File: src/rtl/xlr8_text_pkg.sv
// ============================================================================
// Module      : xlr8_text_pkg
// Description : Shared constants, attribute layout and CGA palette for the
//               text-mode renderer.
// Revision    : 1.0 - initial release
// ============================================================================
`default_nettype none

package xlr8_text_pkg;

    localparam int CHAR_W = 8;
    localparam int CHAR_H = 16;
    localparam int LAT    = 5;

    typedef struct packed {
        logic       blink;
        logic [2:0] bg;
        logic [3:0] fg;
    } attr_t;

    // Entry 15 first so that CGA_PALETTE[i] selects palette index i.
    localparam logic [15:0][23:0] CGA_PALETTE = {
        24'hFFFFFF, 24'hFFFF55, 24'hFF55FF, 24'hFF5555,
        24'h55FFFF, 24'h55FF55, 24'h5555FF, 24'h555555,
        24'hAAAAAA, 24'hAA5500, 24'hAA00AA, 24'hAA0000,
        24'h00AAAA, 24'h00AA00, 24'h0000AA, 24'h000000
    };

endpackage

`default_nettype wire

File: src/rtl/xlr8_font_rom.sv
// ============================================================================
// Module      : xlr8_font_rom
// Description : 4096x8 glyph ROM addressed by {char, line}, 1-cycle read.
// Revision    : 1.0 - initial release
// ============================================================================
`default_nettype none

module xlr8_font_rom (
    input  logic        clk_pixel,
    input  logic        rstn,
    input  logic [11:0] i_addr,
    output logic [7:0]  o_data
);

    // Glyph table; code points not listed render as blank cells.
    function automatic logic [7:0] glyph_row(input logic [11:0] a);
        logic [7:0] ch;
        logic [3:0] ln;
        ch = a[11:4];
        ln = a[3:0];
        glyph_row = 8'h00;
        case (ch)
            8'h01: glyph_row = 8'h81;
            8'hDB: glyph_row = 8'hFF;
            8'h41: begin
                case (ln)
                    4'd2:                      glyph_row = 8'h10;
                    4'd3:                      glyph_row = 8'h38;
                    4'd4:                      glyph_row = 8'h6C;
                    4'd5, 4'd6:                glyph_row = 8'hC6;
                    4'd7:                      glyph_row = 8'hFE;
                    4'd8, 4'd9, 4'd10, 4'd11:  glyph_row = 8'hC6;
                    default:                   glyph_row = 8'h00;
                endcase
            end
            default: glyph_row = 8'h00;
        endcase
    endfunction

    always_ff @(posedge clk_pixel or negedge rstn) begin
        if (!rstn) begin
            o_data <= 8'h00;
        end else begin
            o_data <= glyph_row(i_addr);
        end
    end

endmodule

`default_nettype wire

File: src/rtl/xlr8_text_renderer.sv
// ============================================================================
// Module      : xlr8_text_renderer
// Description : Fetches char/attr bytes per 8-pixel cell and serialises glyph
//               rows into RGB with blink and hardware cursor (latency 5).
// Revision    : 1.0 - initial release
// ============================================================================
`default_nettype none

module xlr8_text_renderer
    import xlr8_text_pkg::*;
#(
    parameter int COLS       = 80,
    parameter int ROWS       = 30,
    parameter int BLINK_LOG2 = 5
) (
    input  logic        clk_pixel,
    input  logic        rstn,
    input  logic [9:0]  cx,
    input  logic [9:0]  cy,
    input  logic        de,
    input  logic        vsync_pulse,
    input  logic        cursor_en,
    input  logic [12:0] cursor_addr,
    output logic [12:0] ram_address,
    output logic        ram_char_re,
    output logic        ram_attr_re,
    input  logic [7:0]  ram_char_data,
    input  logic [7:0]  ram_attr_data,
    output logic [23:0] rgb,
    output logic        de_out
);

    localparam int          C_LINE_W = $clog2(CHAR_H);
    localparam logic [5:0]  C_ROWS   = 6'(ROWS);
    localparam logic [12:0] C_CELLS  = 13'(COLS * ROWS);

    logic                  w_cell_start;
    logic [12:0]           w_row;
    logic [12:0]           w_col;
    logic [12:0]           w_addr;
    logic [7:0]            w_glyph;

    logic                  r_v1, r_v2, r_v3, r_v4;
    logic [C_LINE_W-1:0]   r_line1, r_line2, r_line3;
    logic [12:0]           r_idx2, r_idx3;
    logic [7:0]            r_char3;
    attr_t                 r_attr3, r_attr4;
    logic                  r_hit4;

    logic [CHAR_W-1:0]     r_shift;
    logic [2:0]            r_left;
    logic [3:0]            r_fg, r_bg;
    logic                  r_cur;
    logic [LAT-1:0]        r_de;
    logic [BLINK_LOG2-1:0] r_frame;

    assign w_cell_start = de && (cx[2:0] == 3'd0) && (cy[9:4] < C_ROWS);
    assign w_row        = {7'd0, cy[9:4]};
    assign w_col        = {6'd0, cx[9:3]};

    generate
        if (COLS == 80) begin : g_addr_80
            assign w_addr = (w_row << 6) + (w_row << 4) + w_col;
        end else begin : g_addr_mul
            assign w_addr = (w_row * 13'(COLS)) + w_col;
        end
    endgenerate

    xlr8_font_rom u_font_rom (
        .clk_pixel (clk_pixel),
        .rstn      (rstn),
        .i_addr    ({r_char3, r_line3}),
        .o_data    (w_glyph)
    );

    // Fetch pipeline S1..S4: address issue, RAM capture, font address, glyph.
    always_ff @(posedge clk_pixel or negedge rstn) begin
        if (!rstn) begin
            ram_address <= 13'd0;
            ram_char_re <= 1'b0;
            ram_attr_re <= 1'b0;
            r_v1        <= 1'b0;
            r_v2        <= 1'b0;
            r_v3        <= 1'b0;
            r_v4        <= 1'b0;
            r_line1     <= '0;
            r_line2     <= '0;
            r_line3     <= '0;
            r_idx2      <= 13'd0;
            r_idx3      <= 13'd0;
            r_char3     <= 8'd0;
            r_attr3     <= '0;
            r_attr4     <= '0;
            r_hit4      <= 1'b0;
        end else begin
            ram_char_re <= w_cell_start;
            ram_attr_re <= w_cell_start;
            if (w_cell_start) begin
                ram_address <= w_addr;
            end
            r_v1    <= w_cell_start;
            r_line1 <= cy[C_LINE_W-1:0];
            r_v2    <= r_v1;
            r_line2 <= r_line1;
            r_idx2  <= ram_address;
            r_v3    <= r_v2;
            r_line3 <= r_line2;
            r_idx3  <= r_idx2;
            r_char3 <= ram_char_data;
            r_attr3 <= attr_t'(ram_attr_data);
            r_v4    <= r_v3;
            r_attr4 <= r_attr3;
            r_hit4  <= cursor_en && (r_idx3 == cursor_addr) && (cursor_addr < C_CELLS)
                       && (r_line3 >= C_LINE_W'(CHAR_H - 2));
        end
    end

    logic       w_load;
    logic       w_blink;
    logic [3:0] w_new_fg, w_new_bg;
    logic       w_new_cur;
    logic       w_bit, w_cur, w_active;
    logic [3:0] w_fg, w_bg, w_pix_idx;

    assign w_load    = r_v4;
    assign w_blink   = r_frame[BLINK_LOG2-1];
    assign w_new_bg  = {1'b0, r_attr4.bg};
    assign w_new_fg  = (r_attr4.blink && w_blink) ? w_new_bg : r_attr4.fg;
    assign w_new_cur = r_hit4 && !w_blink;
    assign w_bit     = w_load ? w_glyph[CHAR_W-1] : r_shift[CHAR_W-1];
    assign w_cur     = w_load ? w_new_cur : r_cur;
    assign w_fg      = w_load ? w_new_fg  : r_fg;
    assign w_bg      = w_load ? w_new_bg  : r_bg;
    assign w_active  = w_load || (r_left != 3'd0);
    assign w_pix_idx = (w_bit || w_cur) ? w_fg : w_bg;

    // A fresh glyph load always wins over whatever is left in the shifter.
    always_ff @(posedge clk_pixel or negedge rstn) begin
        if (!rstn) begin
            r_shift <= '0;
            r_left  <= 3'd0;
            r_fg    <= 4'd0;
            r_bg    <= 4'd0;
            r_cur   <= 1'b0;
            rgb     <= 24'd0;
        end else begin
            if (w_load) begin
                r_shift <= w_glyph << 1;
                r_left  <= 3'd7;
                r_fg    <= w_new_fg;
                r_bg    <= w_new_bg;
                r_cur   <= w_new_cur;
            end else begin
                r_shift <= r_shift << 1;
                if (r_left != 3'd0) begin
                    r_left <= r_left - 3'd1;
                end
            end
            rgb <= (r_de[LAT-2] && w_active) ? CGA_PALETTE[w_pix_idx] : 24'd0;
        end
    end

    always_ff @(posedge clk_pixel or negedge rstn) begin
        if (!rstn) begin
            r_de    <= '0;
            r_frame <= '0;
        end else begin
            r_de <= {r_de[LAT-2:0], de};
            if (vsync_pulse) begin
                r_frame <= r_frame + BLINK_LOG2'(1);
            end
        end
    end

    assign de_out = r_de[LAT-1];

endmodule

`default_nettype wire

File: config.mk
export PLATFORM = sky130hd
export DESIGN_NAME = xlr8_text_renderer
export DESIGN_NICKNAME = d
export VERILOG_FILES = /design/src/rtl/xlr8_text_pkg.sv /design/src/rtl/xlr8_font_rom.sv /design/src/rtl/xlr8_text_renderer.sv
export SDC_FILE = /design/constraint.sdc
export NUM_CORES = 1
export LEC_CHECK = 0
export BUFFER_PORTS_ARGS = -buffer_cell sky130_fd_sc_hd__buf_4
export CORE_MARGIN = 2
export CORE_UTILIZATION = 35
export DETAILED_ROUTE_END_ITERATION = 12
export PLACE_DENSITY_LB_ADDON = 0.08
export SLEW_MARGIN = 30
export SYNTH_ARGS = -nofsm -noshare
export SYNTH_HDL_FRONTEND = slang
export SYNTH_SLANG_ARGS = --single-unit
File: constraint.sdc
create_clock -name clk_pixel -period 3.5 [get_ports clk_pixel]
set_input_delay 0.175 -clock clk_pixel [delete_from_list [all_inputs] [get_ports clk_pixel]]
set_output_delay 0.175 -clock clk_pixel [all_outputs]
set_load 0.005 [all_outputs]
# Word-level counts from Yosys, hierarchy flattened
# Memory sizes are Yosys's and may differ from the RTL's.
# Index checks and enable logic that the tools add are counted.
op_classes:
  addsub: 4
  multipliers: 0
  div_mod_pow: 0
  n_lt_le_gt_ge: 4
  eq_ne: 4
  shift: 0
  mux: 12
  bitwise: 0
  n_reduce_logical: 14
op_table:
  columns: ["op", "count"]
  rows:
  - ["$mux 24", 2]
  - ["$pmux 8 s3", 1]
  - ["$mux 4", 4]
  - ["$add 12x10->13", 1]
  - ["$add 13x7->13", 1]
  - ["$eq 13x13->1", 1]
  - ["$lt 13x12->1 const B", 1]
  - ["$eq 8x1->1 const B", 1]
  - ["$eq 8x7->1 const B", 1]
  - ["$eq 8x8->1 const B", 1]
  - ["$logic_and 1x1->1", 8]
  - ["$mux 8", 1]
  - ["$lt 6x5->1 const B", 1]
  - ["$mux 3", 2]
  - ["$add 5x1->5 const B", 1]
  - ["$lt 4x5->1 const B", 1]
  - ["$ge 4x4->1 const B", 1]
  - ["$logic_not 3->1", 1]
  - ["$reduce_bool 3->1", 1]
  - ["$sub 3x1->3 const B", 1]
  - ["$logic_or 1x1->1", 2]
  - ["$mux 1", 2]
  - ["$reduce_bool 2->1", 1]
  - ["$logic_not 1->1", 1]
word_totals:
  regBits: 142
  latch_bits: 0
  mem_bits_rw: 0
  rom_bits: 496
  out_inout_bits: 40
  mem_count: 2
mem_list:
  columns: ["memory", "depth", "width", "read_ports", "rd_clocked_by_memory_dff", "wr", "line", "text"]
  rows:
  - ["(no name shown)", 16, 24, 1, 0, 0, "xlr8_text_renderer.sv:159", "rgb <= (r_de[LAT-2] && w_active) ? CGA_PALETTE[w_pix_idx] : 24'd0;"]
  - ["(no name shown)", 16, 7, 1, 0, 0, "xlr8_font_rom.sv:26", "case (ln)"]

# Depth between registers and ports, before layout
# Gate-level depths: netlist of run 1.
depth:
  ltp_word: 8
  mapped_depth: 8

# Cells and area by module
# From an unflattened synthesis of run 1, not the netlist that was laid out.
hier_totals:
  hier_cells: 340
  hier_area_um2: 4548.1
modules_own_cells:
  columns: ["module", "instances", "cells_each", "area_each_um2", "seq_area_each_um2"]
  rows:
  - ["xlr8_text_renderer", 1, 303, 4190.3, 2852.7]
  - ["xlr8_font_rom", 1, 37, 357.8, 150.1]

# Least setup slack after synthesis of run 1
# OpenSTA, ideal clock, no wires.
synth_path:
  path_type: "input port to flip-flop"
  startpoint: "in cx[9]"
  endpoint: "reg ram_address[11]"
  setup_ns: 0.125
  t_arrival_ns: 1.950
  required_ns: 3.375
  setup_slack_ns: 1.425
  path_stages: 8
  path_buffers: 0
  cell_sequence: "inv_1 -> fa_1 -> inv_1 -> fa_1 -> a21o_1 -> a21oi_1 -> o21ai_0 -> mux2_2"
synth_via:
  elab_chain_cells: 1
synth_rtl:
  columns: ["element", "line", "text"]
  rows:
  - ["start: declaration", "xlr8_text_renderer.sv:18", "input logic [9:0] cx,"]
  - ["$add 13x7->13", "xlr8_text_renderer.sv:63", "assign w_addr = (w_row << 6) + (w_row << 4) + w_col;"]
  - ["end signal: assignment", "xlr8_text_renderer.sv:99", "ram_address <= w_addr;"]
  - ["end: declaration", "xlr8_text_renderer.sv:24", "output logic [12:0] ram_address,"]
# No other way between the ends.
# A chain may end at the register's enable or synchronous reset.

# Final worst setup path of run 1
layout_path:
  startpoint: "reg r_v4"
  endpoint: "reg rgb[15]"
layout_via:
  word_cells_on_any_way: 11
layout_rtl:
  columns: ["element", "line", "text"]
  rows:
  - ["start: declaration", "xlr8_text_renderer.sv:43", "logic r_v1, r_v2, r_v3, r_v4;"]
  - ["start signal: assignment", "xlr8_text_renderer.sv:111", "r_v4 <= r_v3;"]
  - ["$mux 4", "xlr8_text_renderer.sv:132", "assign w_fg = w_load ? w_new_fg : r_fg;"]
  - ["via w_fg[3]", "xlr8_text_renderer.sv:123", "logic [3:0] w_fg, w_bg, w_pix_idx;"]
  - ["$mux 4", "xlr8_text_renderer.sv:135", "assign w_pix_idx = (w_bit || w_cur) ? w_fg : w_bg;"]
  - ["$mem_v2 16x24", null, null]
  - ["$mux 24 (implied by the code)", "xlr8_text_renderer.sv:159", null]
  - ["$mux 24", "xlr8_text_renderer.sv:159", null]
  - ["end signal: assignment", "xlr8_text_renderer.sv:159", null]
  - ["end: declaration", "xlr8_text_renderer.sv:29", "output logic [23:0] rgb,"]
# The timed path passes the listed nets, and every way through them passes these cells. The select of a mux whose other input is x is not followed.

==> results of run 1 <==
## per-layer routing
layer  share of wire  GRT usage  vias up
met5               0          0        -
met4           0.013     0.0565        0
met3           0.066     0.0591        7
met2            0.50      0.194       74
met1            0.43      0.138     1267
li1                -          -     1317
## tightest hold or removal path, cell delays in order
cell and delay, ns:
buf_4 0.09, a211o_1 0.08, a21oi_1 0.07
## through the flow
step	instances	total power, mW	worst slack, ns	util	area (um^2)
finish	622	4.09	1.56	0.490	6180
global route	622	4.32	1.39	0.490	6180
CTS	622	4.16	1.53	0.489	6180
detailed placement	564	2.32	1.23	0.418	5280
global placement	564	2.31	1.26	0.418	5280
floorplan	322	2.07	1.42	-	4540
## kinds of logic (layout without fill, tap and decap cells)
family	count (synthesis)	count (layout)	share of synthesized area
compound gates	46	46	0.0691
fa+ha+maj	20	20	0.0584
simple gates	50	50	0.0634
buf+inv	45	173	0.0587
mux	21	21	0.0507
xor+xnor	20	20	0.0386
flops	120	120	0.661
## state kept, by name (all words and copies together) (netlist names), 3 cells and up
signal,flops
r_attr3,8
r_attr4,8
r_bg,4
r_char3,8
r_de,5
r_fg,4
r_frame,5
r_idx2,13
r_idx3,13
r_left,3
r_line1,4
r_line2,4
r_line3,4
r_shift,7
ram_address,13
rgb,5
u_font_rom.o_data,6
## cells in the mapped netlist (2+ instances only)
library cell / instances
nand4_1: 5
nor2_1: 9
xnor2_1: 5
a21bo_2: 3
nor4_1: 5
a211o_1: 2
xor2_1: 15
o31ai_1: 3
dfrtp_1: 120
mux2i_1: 5
mux2_2: 15
nand2b_1: 4
a31oi_1: 4
a211oi_1: 2
o21ai_0: 13
buf_4: 22
buf_6: 2
nor2b_1: 2
a21oi_1: 6
nand2_1: 12
inv_1: 20
nand3_1: 5
a21o_1: 5
ha_1: 18
fa_1: 2
## power breakdown
part / switching (mW) / internal, mW
Sequential: 0.130 / 1.61
Combinational: 0.239 / 0.326
Clock: 0.551 / 1.23
Total: 0.919 / 3.17
## path summary, 6_finish.rpt
path | depth (start not counted) | endpoint | from
worst min-delay path | 3 | r_hit4 | cursor_addr[9]
worst max register to register | 3 | rgb[15] | r_v4
worst min register to register | 0 | r_idx3[9] | r_idx2[9]
max in group asynchronous | 3 | rgb[15] | rstn
min in group asynchronous | 2 | ram_address[1] | rstn
worst max-delay path | 3 | rgb[15] | r_v4
## cell type report
| type | instances | area [um^2] | area share |
|---|---|---|---|
| Sequential cell | 120 | 3000 | 0.486 |
| Multi-Input combinational cell | 157 | 1270 | 0.206 |
| Timing Repair Buffer | 123 | 997 | 0.161 |
| Clock buffer | 21 | 470 | 0.0761 |
| Tap cell | 172 | 215 | 0.0348 |
| Clock inverter | 9 | 148 | 0.0239 |
| Inverter | 20 | 75.1 | 0.0121 |
==> key figures, run 1 <==
Timing
  – Setup TNS: 0 ns
  – F_max: 0.514 GHz
  – Worst slew margin: 0.434
  – Max Slew Vio Count: 0
  – Final Skew: 0.00419 ns
  – Final period util: 0.556
  – RSZ-0062 raised after global routing: no
  – Fin crit period: 1.94 ns
  – Final Hold Viols: 0
  – Hold slack: 0.0590 ns
  – Final setup fails: 0
  – Worst-Margin Slew: 0.849 ns

Critical path
  – Crit-path max FO: 28
  – Max incr delay on CP: 0.89 ns
  – Top delay family on crit path: flip-flops
  – CP endpoint kind: register
  – Crit path cell chain: mux2_2, or2_2, o211a_1
  – Critical path class: reg -> reg
  – WP buf/inv: 0
  – CP Launch Type: register
  – Worst Path Required: 3.78 ns
  – Worst path slowest cell: dfrtp_1
  – Worst EP arrival: between 2 and 2.5 ns
  – Register-to-register setup slack: 1.56 ns

Synthesis
  – Async SR Flop Fraction: 1.00
  – Post-synth top area share: 0.661
  – Netlist Area Pre-Place: 4540 um^2
  – Yosys top cell by area: dfrtp_1
  – Syn Area/Cell: 14.1 um^2
  – Post-synthesis sequential area ratio: 0.661
  – EDFF count, synth: 0
  – Ys flop type: dfrtp_1
  – Cells after synthesis: 322
  – Synth area leaders: dfrtp_1 (66%), ha_1 (5.0%), mux2_2 (3.7%)
  – Syn Nets: 396
  – Yosys cell types: 43
  – Flops & latches, synth: 120
  – Synth warnings: 0

Floorplanning
  – Die width: 118 um
  – Die area: 13900 um^2
  – Die span in y: 118 um
  – Io pins: 94
  – Site Rows: 41
  – Starting density of the core: 0.360
  – CORE AREA: 12600 um^2

Layout
  – Area Overhead vs Synth: 36.1%
  – Highest-count cells in the layout ignoring fill and taps: dfrtp_1 (120), buf_4 (94), dlygate4sd3_1 (28)
  – Antenna cells: 0
  – Most common cell after layout, fill and taps aside: dfrtp_1
  – Number of fill cells in the layout: 1142
  – Layout cells sized above 1: 0.324
  – Final net count: 513

CTS
  – Clock Tree Buf Depth: 2
  – Clk slew on worst S/H paths: roughly 0.050 ns
  – Clock Sinks: between 100 and 150
  – Skew-Pair Late Insertion Delay: 0.40 ns
  – CTS buffer count: 17
  – PostCTS Resize Cnt: 0
  – Clock Tree Root: clkbuf_16
  – # hold bufs at CTS: 28
  – H-tree depth: 4
  – Setup Fix Bufs, Post-CTS: 0
  – CTS tree: done

Placed design
  – RePlAce Congestion: 0.802
  – Hpwl dp: 5450 um
  – Port bufs: 93

Global route
  – Initial antenna violation count: 0
  – First-pass GRT wire length: 13000 um
  – Total track usage: 0.122
  – Vias in the first global route: 2722
  – Total grt overflow: 0
  – Largest net degree at the start of global routing: 73

Power
  – Max VDD drop: 0.000314 V
  – Pwr dens: ~660 nW/um^2
  – Leakage: 3.03 nW

Routing
  – Post-DR wirelength/cell: 12.3 um
  – Vias: 2665
  – Vias/cell: 4.28
  – DR iter-0 viols: 139
  – Total wire length: between 7000 and 8000 um
  – DR DRC count: 0
  – Routed Antenna Nets: 0
  – First-pass DRT Iterations: 4

Flow run
  – Max cap viols: 0

Hold path
  – Worst Hold Class: in -> reg

Status
  – Run status: completed
Note: power is estimated with default switching activity, not from simulation.
==> run 2: changes to the inputs <==
==> constraint.sdc (replaced) <==
create_clock -name clk_pixel -period 1.6 [get_ports clk_pixel]
set_input_delay 0.08 -clock clk_pixel [delete_from_list [all_inputs] [get_ports clk_pixel]]
set_output_delay 0.08 -clock clk_pixel [all_outputs]
set_load 0.005 [all_outputs]
==> run 2 against run 1 <==
  * Die area stayed put
  * Setup slack worse by 1.5 ns
  * Non-clock buffer count is 27 higher
  * Critical path depth is 6 higher
  * Wire length is 6.3% higher
  * Highest routed layer unchanged
  * Core utilization is 2.3 points higher
  * Cell count is 4.7% higher
  * Clock skew is 0.00068 ns higher
==> key figures, run 2 (same netlist as run 1, synthesis figures left out) <==
Status
  – Run status: completed

Critical path
  – Crit-path max FO: 2
  – Worst Path Required: 1.89 ns
  – Worst EP arrival: 1.81 ns
  – Critical path class: in -> reg
  – CP endpoint kind: register
  – CP Launch Type: input pin

Timing
  – Hold slack: 0.0628 ns
  – Final Hold Viols: 0
  – Final setup fails: 0
  – RSZ-0062 raised after global routing: no
  – F_max: 0.655 GHz
  – Fin crit period: 1.53 ns
  – Worst-Margin Slew: 0.625 ns
  – Final Skew: 0.00487 ns
  – Max Slew Vio Count: 0
  – Worst slew margin: 0.583
  – Final period util: 0.955

CTS
  – Clock Tree Root: clkbuf_16
  – CTS buffer count: 17
  – Skew-Pair Late Insertion Delay: between 0.4 and 0.5 ns
  – H-tree depth: 4
  – Clock Tree Buf Depth: 2
  – Clk slew on worst S/H paths: around 0.05 ns
  – Clock Sinks: 120
  – CTS tree: done

Floorplanning
  – Io pins: 94
  – Die area: around 14000 um^2
  – Site Rows: 41
  – Die width: 118 um
  – CORE AREA: between 10000 and 15000 um^2
  – Starting density of the core: 0.360
  – Die span in y: approximately 120 um

Layout
  – Non-filler cells, final: 651
  – Most common cell after layout, fill and taps aside: dfrtp_1
  – Antenna cells: 0
  – Highest-count cells in the layout ignoring fill and taps: dfrtp_1 (119), buf_4 (117), dlygate4sd3_1 (30)
  – Layout cells sized above 1: 0.378
  – Final net count: 540
  – Area Overhead vs Synth: 42.6%
  – Registers with the most flip-flops: r_idx2 x13, r_idx3 x13, ram_address x13

Global route
  – Total track usage: 0.131
  – Vias in the first global route: 2978
  – Largest net degree at the start of global routing: 121
  – First-pass GRT wire length: 14100 um
  – Total grt overflow: 0
  – Initial antenna violation count: 0

Placed design
  – Cell count after placement: around 590
  – Port bufs: 93
  – Hpwl dp: approximately 5600 um
  – RePlAce Congestion: 0.778

Routing
  – DR DRC count: 0
  – Post-DR wirelength/cell: roughly 13 um
  – Routed Antenna Nets: 0
  – Vias: 2753
  – Met3 wire len: around 450 um
  – DR iter-0 viols: slightly below 100
  – Vias/cell: 4.23
  – Total wire length: 8150 um
  – Met1 wire length: 3420 um
  – WL met2: between 4000 and 5000 um
  – First-pass DRT Iterations: 4
  – Top routing layer in use: met4

Power
  – Max VDD drop: 0.000586 V
  – Leakage: 3.18 nW
  – Pwr dens: ~1400 nW/um^2

Flow run
  – Max cap viols: 0

Hold path
  – Worst Hold Class: in -> reg
[run 2: cell types whose count changed in the layout (fill, tap and decap cells not counted), sizes merged]
cell         change
buf             +25
dlygate4sd3      +2
clkbuf           +3
clkinvlp         -1
[run 2: report_power, final]
group          internal, mW  switching [mW]  total (mW)
logic                 0.831           0.589        1.42
registers              3.53           0.269        3.79
clock network          2.80            1.23        4.03
total                  7.16            2.09        9.25
[run 2: metal layers]
layer  up-vias  GRT usage
met5         -          0
met4         0     0.0610
met3        11     0.0538
met2        77      0.216
met1      1293      0.149
li1       1372          -
[run 2: area by class of cell]
type | count | area (um^2)
Clock buffer | 24 | 502
Clock inverter | 8 | 140
Fill cell | 1137 | 6140
Inverter | 20 | 82.6
Multi-Input combinational cell | 157 | 1310
Sequential cell | 120 | 3000
Tap cell | 172 | 215
Timing Repair Buffer | 150 | 1220
[run 2: path summary, 6_finish.rpt]
kind | start | end | slack (ns) | cells after the start
max reg2reg | r_frame[4] | rgb[15] | 0.11 | 4
max in group asynchronous | rstn | r_v4 | 0.83 | 3
min reg2reg | r_v2 | r_v3 | 0.34 | 0
max | cy[6] | ram_address[11] | 0.07 | 9
min | cy[4] | ram_address[4] | 0.06 | 3
min in group asynchronous | rstn | ram_address[1] | 0.28 | 3
[run 2: worst max-delay path: stages]
cell and delay (ns):
buf_6 0.09, inv_8 0.03, fa_1 0.54, inv_2 0.06
fa_2 0.34, a21o_1 0.18, a21oi_2 0.15, o21ai_1 0.08
mux2_4 0.26
[run 2: metrics by stage]
step                TNS [ns]  worst slack [ns]  power, mW  cell area [um^2]   util
floorplan             -0.334            -0.165       4.56              4580      -
global placement       -1.16            -0.337       5.19              5510  0.436
finish                     0            0.0723       9.25              6480  0.513
global route               0           0.00891       9.72              6480  0.513
CTS                        0            0.0186       9.39              6450  0.511
detailed placement     -1.26            -0.366       5.23              5510  0.436
[run 2: timing repair]
action / 4_1_cts / 5_1_grt
setup endpoints to repair: 0 / 5
hold buffers: 30 / 0
buffers inserted: 0 / 1
resized for setup: 0 / 5
endpoints found under the hold margin: 151 / 0
==> run 3: changes to the inputs <==
--- a/config.mk
+++ b/config.mk
@@ -5,6 +5,7 @@
 export SDC_FILE = /design/constraint.sdc
 export NUM_CORES = 1
 export LEC_CHECK = 0
+export ABC_AREA = 1
 export BUFFER_PORTS_ARGS = -buffer_cell sky130_fd_sc_hd__buf_4
 export CORE_MARGIN = 2
 export CORE_UTILIZATION = 35
==> run 3 against run 2 <==
  * Sequential share of layout area down 0.58 points
  * Largest power group unchanged
  * Power up 0.61%
  * Via count up 18%
==> key figures, run 3 <==
Status
  – Run status: completed

Placed design
  – RePlAce Congestion: 0.885
  – Port bufs: 93
  – Setup WS pre-CTS: -0.137 ns
  – Hpwl dp: between 6000 and 7000 um

Power
  – Max VDD drop: 0.000633 V
  – Logic pwr share: 0.141
  – Pwr dens: approximately 1400 nW/um^2
  – Psw: 2.16 mW
  – Clock share of power: 0.453
  – Sw Ratio: 0.232
  – Sequential share of power: 0.406
  – P_int: 7.15 mW
  – Leakage: 3.41 nW

Routing
  – DR DRC count: 0
  – Routed Antenna Nets: 0
  – DR iter-0 viols: 108
  – Vias/cell: 4.27
  – First-pass DRT Iterations: 4
  – Vias: 3245
  – Post-DR wirelength/cell: 11.3 um
  – Total wire length: approximately 8600 um

CTS
  – Clock Sinks: 120
  – Clock Tree Root: clkbuf_16
  – CTS tree: done
  – Clk slew on worst S/H paths: ~0.050 ns
  – H-tree depth: 4
  – Clock Tree Buf Depth: 2
  – CTS buffer count: 17
  – Skew-Pair Late Insertion Delay: 0.41 ns

Timing
  – Final worst slack: 0.177 ns
  – Fin crit period: about 1.4 ns
  – Final setup fails: 0
  – Worst-Margin Slew: 0.358 ns
  – Final period util: 0.889
  – Final Skew: 0.00733 ns
  – RSZ-0062 raised after global routing: no
  – F_max: approximately 0.70 GHz
  – Max Slew Vio Count: 0
  – Worst slew margin: 0.761
  – Final Hold Viols: 0

Floorplanning
  – Die area: 14600 um^2
  – Site Rows: 42
  – CORE AREA: 13200 um^2
  – Die width: about 120 um
  – Starting density of the core: 0.360
  – Die span in y: between 100 and 150 um
  – Io pins: 94

Synthesis
  – Yosys cell types: 35
  – Synth area leaders: dfrtp_1 (63%), nand2_1 (9.2%), ha_1 (4.7%)
  – Yosys top cell by area: dfrtp_1
  – Synth warnings: 0
  – Async SR Flop Fraction: 1.00
  – Syn Nets: 518
  – Syn Area/Cell: 10.7 um^2
  – Cells after synthesis: 444
  – EDFF count, synth: 0
  – Ys flop type: dfrtp_1
  – Post-synth top area share: 0.630
  – Most frequent cell after synthesis: dfrtp_1
  – Netlist Area Pre-Place: 4760 um^2
  – Post-synthesis sequential area ratio: 0.630
  – Flops & latches, synth: 120
  – Post-synth top cells: dfrtp_1 (120), nand2_1 (117), inv_1 (41)

Global route
  – Initial antenna violation count: 0
  – Largest net degree at the start of global routing: 71
  – First-pass GRT wire length: about 15000 um
  – Total track usage: 0.133
  – Vias in the first global route: 3359
  – Total grt overflow: 0

Critical path
  – Crit path cell chain: buf_4, nand2_2, o21ai_1, nor2_2, nand2_1, nand2_1, nor2_1, nand2_1, nand2_1
  – Worst Path Required: 1.90 ns
  – Top cell by count, worst path: nand2_1
  – Max incr delay on CP: 0.46 ns
  – CP endpoint kind: register
  – Worst path slowest cell: dfrtp_1
  – CP Launch Type: register
  – Critical path class: reg -> reg
  – Crit-path max FO: 7
  – Worst EP arrival: about 1.7 ns

Hold path
  – Worst Hold Class: in -> reg

Layout
  – Area Overhead vs Synth: 37.6%
  – Highest-count cells in the layout ignoring fill and taps: dfrtp_1 (120), nand2_1 (116), buf_4 (102)
  – Registers with the most flip-flops: r_idx2 x13, r_idx3 x13, ram_address x13
  – Antenna cells: 0
  – Final net count: 645
  – Final Core Density: 0.495
  – Most common cell after layout, fill and taps aside: dfrtp_1
  – Layout cells sized above 1: 0.271

Flow run
  – Max cap viols: 0
-- run 3: changes by cell type after synthesis, sizes merged, moves of 9 or more --
cell   previous run  this run
mux2             16         1
nand3             6        15
inv              20        44
nand2            12       124
xor2             15         5
nor2              9        33
-- run 3: power groups by stage --
stage,clock (mW),sequential (mW),combinational [mW]
floorplan,0,3.77,0.758
global placement,0,3.83,1.23
detailed placement,0,3.84,1.26
CTS,4.32,3.79,1.33
global route,4.47,3.85,1.50
finish,4.22,3.78,1.31
-- run 3: metal layers --
layer  track usage  up-vias  wire length (um)
li1              -     1634                 -
met1         0.148     1521              3420
met2         0.225       71              4480
met3        0.0425       19               446
met4        0.0719        0               206
met5             0        -                 0
-- run 3: cell families after synthesis --
family | share of synthesized area
AOI/OAI and AO/OA | 0.0344
xor gates and xnor gates | 0.0239
adders and majority gates | 0.0557
buffers and inverters | 0.0769
DFF | 0.630
muxes | 0.00236
and+or+nand+nor | 0.176
-- run 3: worst max-delay path, delay by kind of cell (launching register included) --
family,cells,cell delay [ns]
simple gates,7,0.59
flops,1,0.46
buf+inv,1,0.20
compound gates,1,0.07
-- run 3: per-stage QoR --
| stage | hold slack [ns] | TNS (ns) | instance area (um^2) | cells | power, mW |
|---|---|---|---|---|---|
| floorplan | -0.216 | 0 | 4770 | 444 | 4.53 |
| global placement | -0.0618 | -0.170 | 5580 | 697 | 5.06 |
| detailed placement | -0.0607 | -0.282 | 5580 | 697 | 5.10 |
| CTS | 0.000212 | 0 | 6550 | 760 | 9.44 |
| global route | 0.0648 | 0 | 6560 | 760 | 9.82 |
| finish | 0.0196 | 0 | 6560 | 760 | 9.30 |
-- run 3: path summary, 6_finish.rpt --
check,endpoint,cells after the start,start,slack (ns)
max,rgb[14],9,r_v4,0.18
max reg2reg,rgb[14],9,r_v4,0.18
max in group asynchronous,r_idx3[2],3,rstn,0.94
min in group asynchronous,r_line3[3],2,rstn,0.06
min reg2reg,r_attr4[7],0,r_attr3[7],0.34
min,r_hit4,4,cursor_addr[11],0.02
-- run 3: repair_timing --
| item | 4_1_cts | 5_1_grt |
|---|---|---|
| gates resized for setup | 0 | 1 |
| buffers inserted | 0 | 0 |
| endpoints found under the setup margin | 0 | 2 |
| hold endpoints to repair | 151 | 0 |
| hold buffers | 31 | 0 |
-- run 3: layout make-up --
| type | count | area (um^2) |
|---|---|---|
| clock inverters | 13 | 225 |
| repair buffers | 134 | 1100 |
| clock buffers | 19 | 443 |
| flip-flops and latches | 120 | 3000 |
| well taps | 176 | 220 |
| multi-input cells | 253 | 1400 |
| inverters | 45 | 169 |
| fillers | 1244 | 6690 |
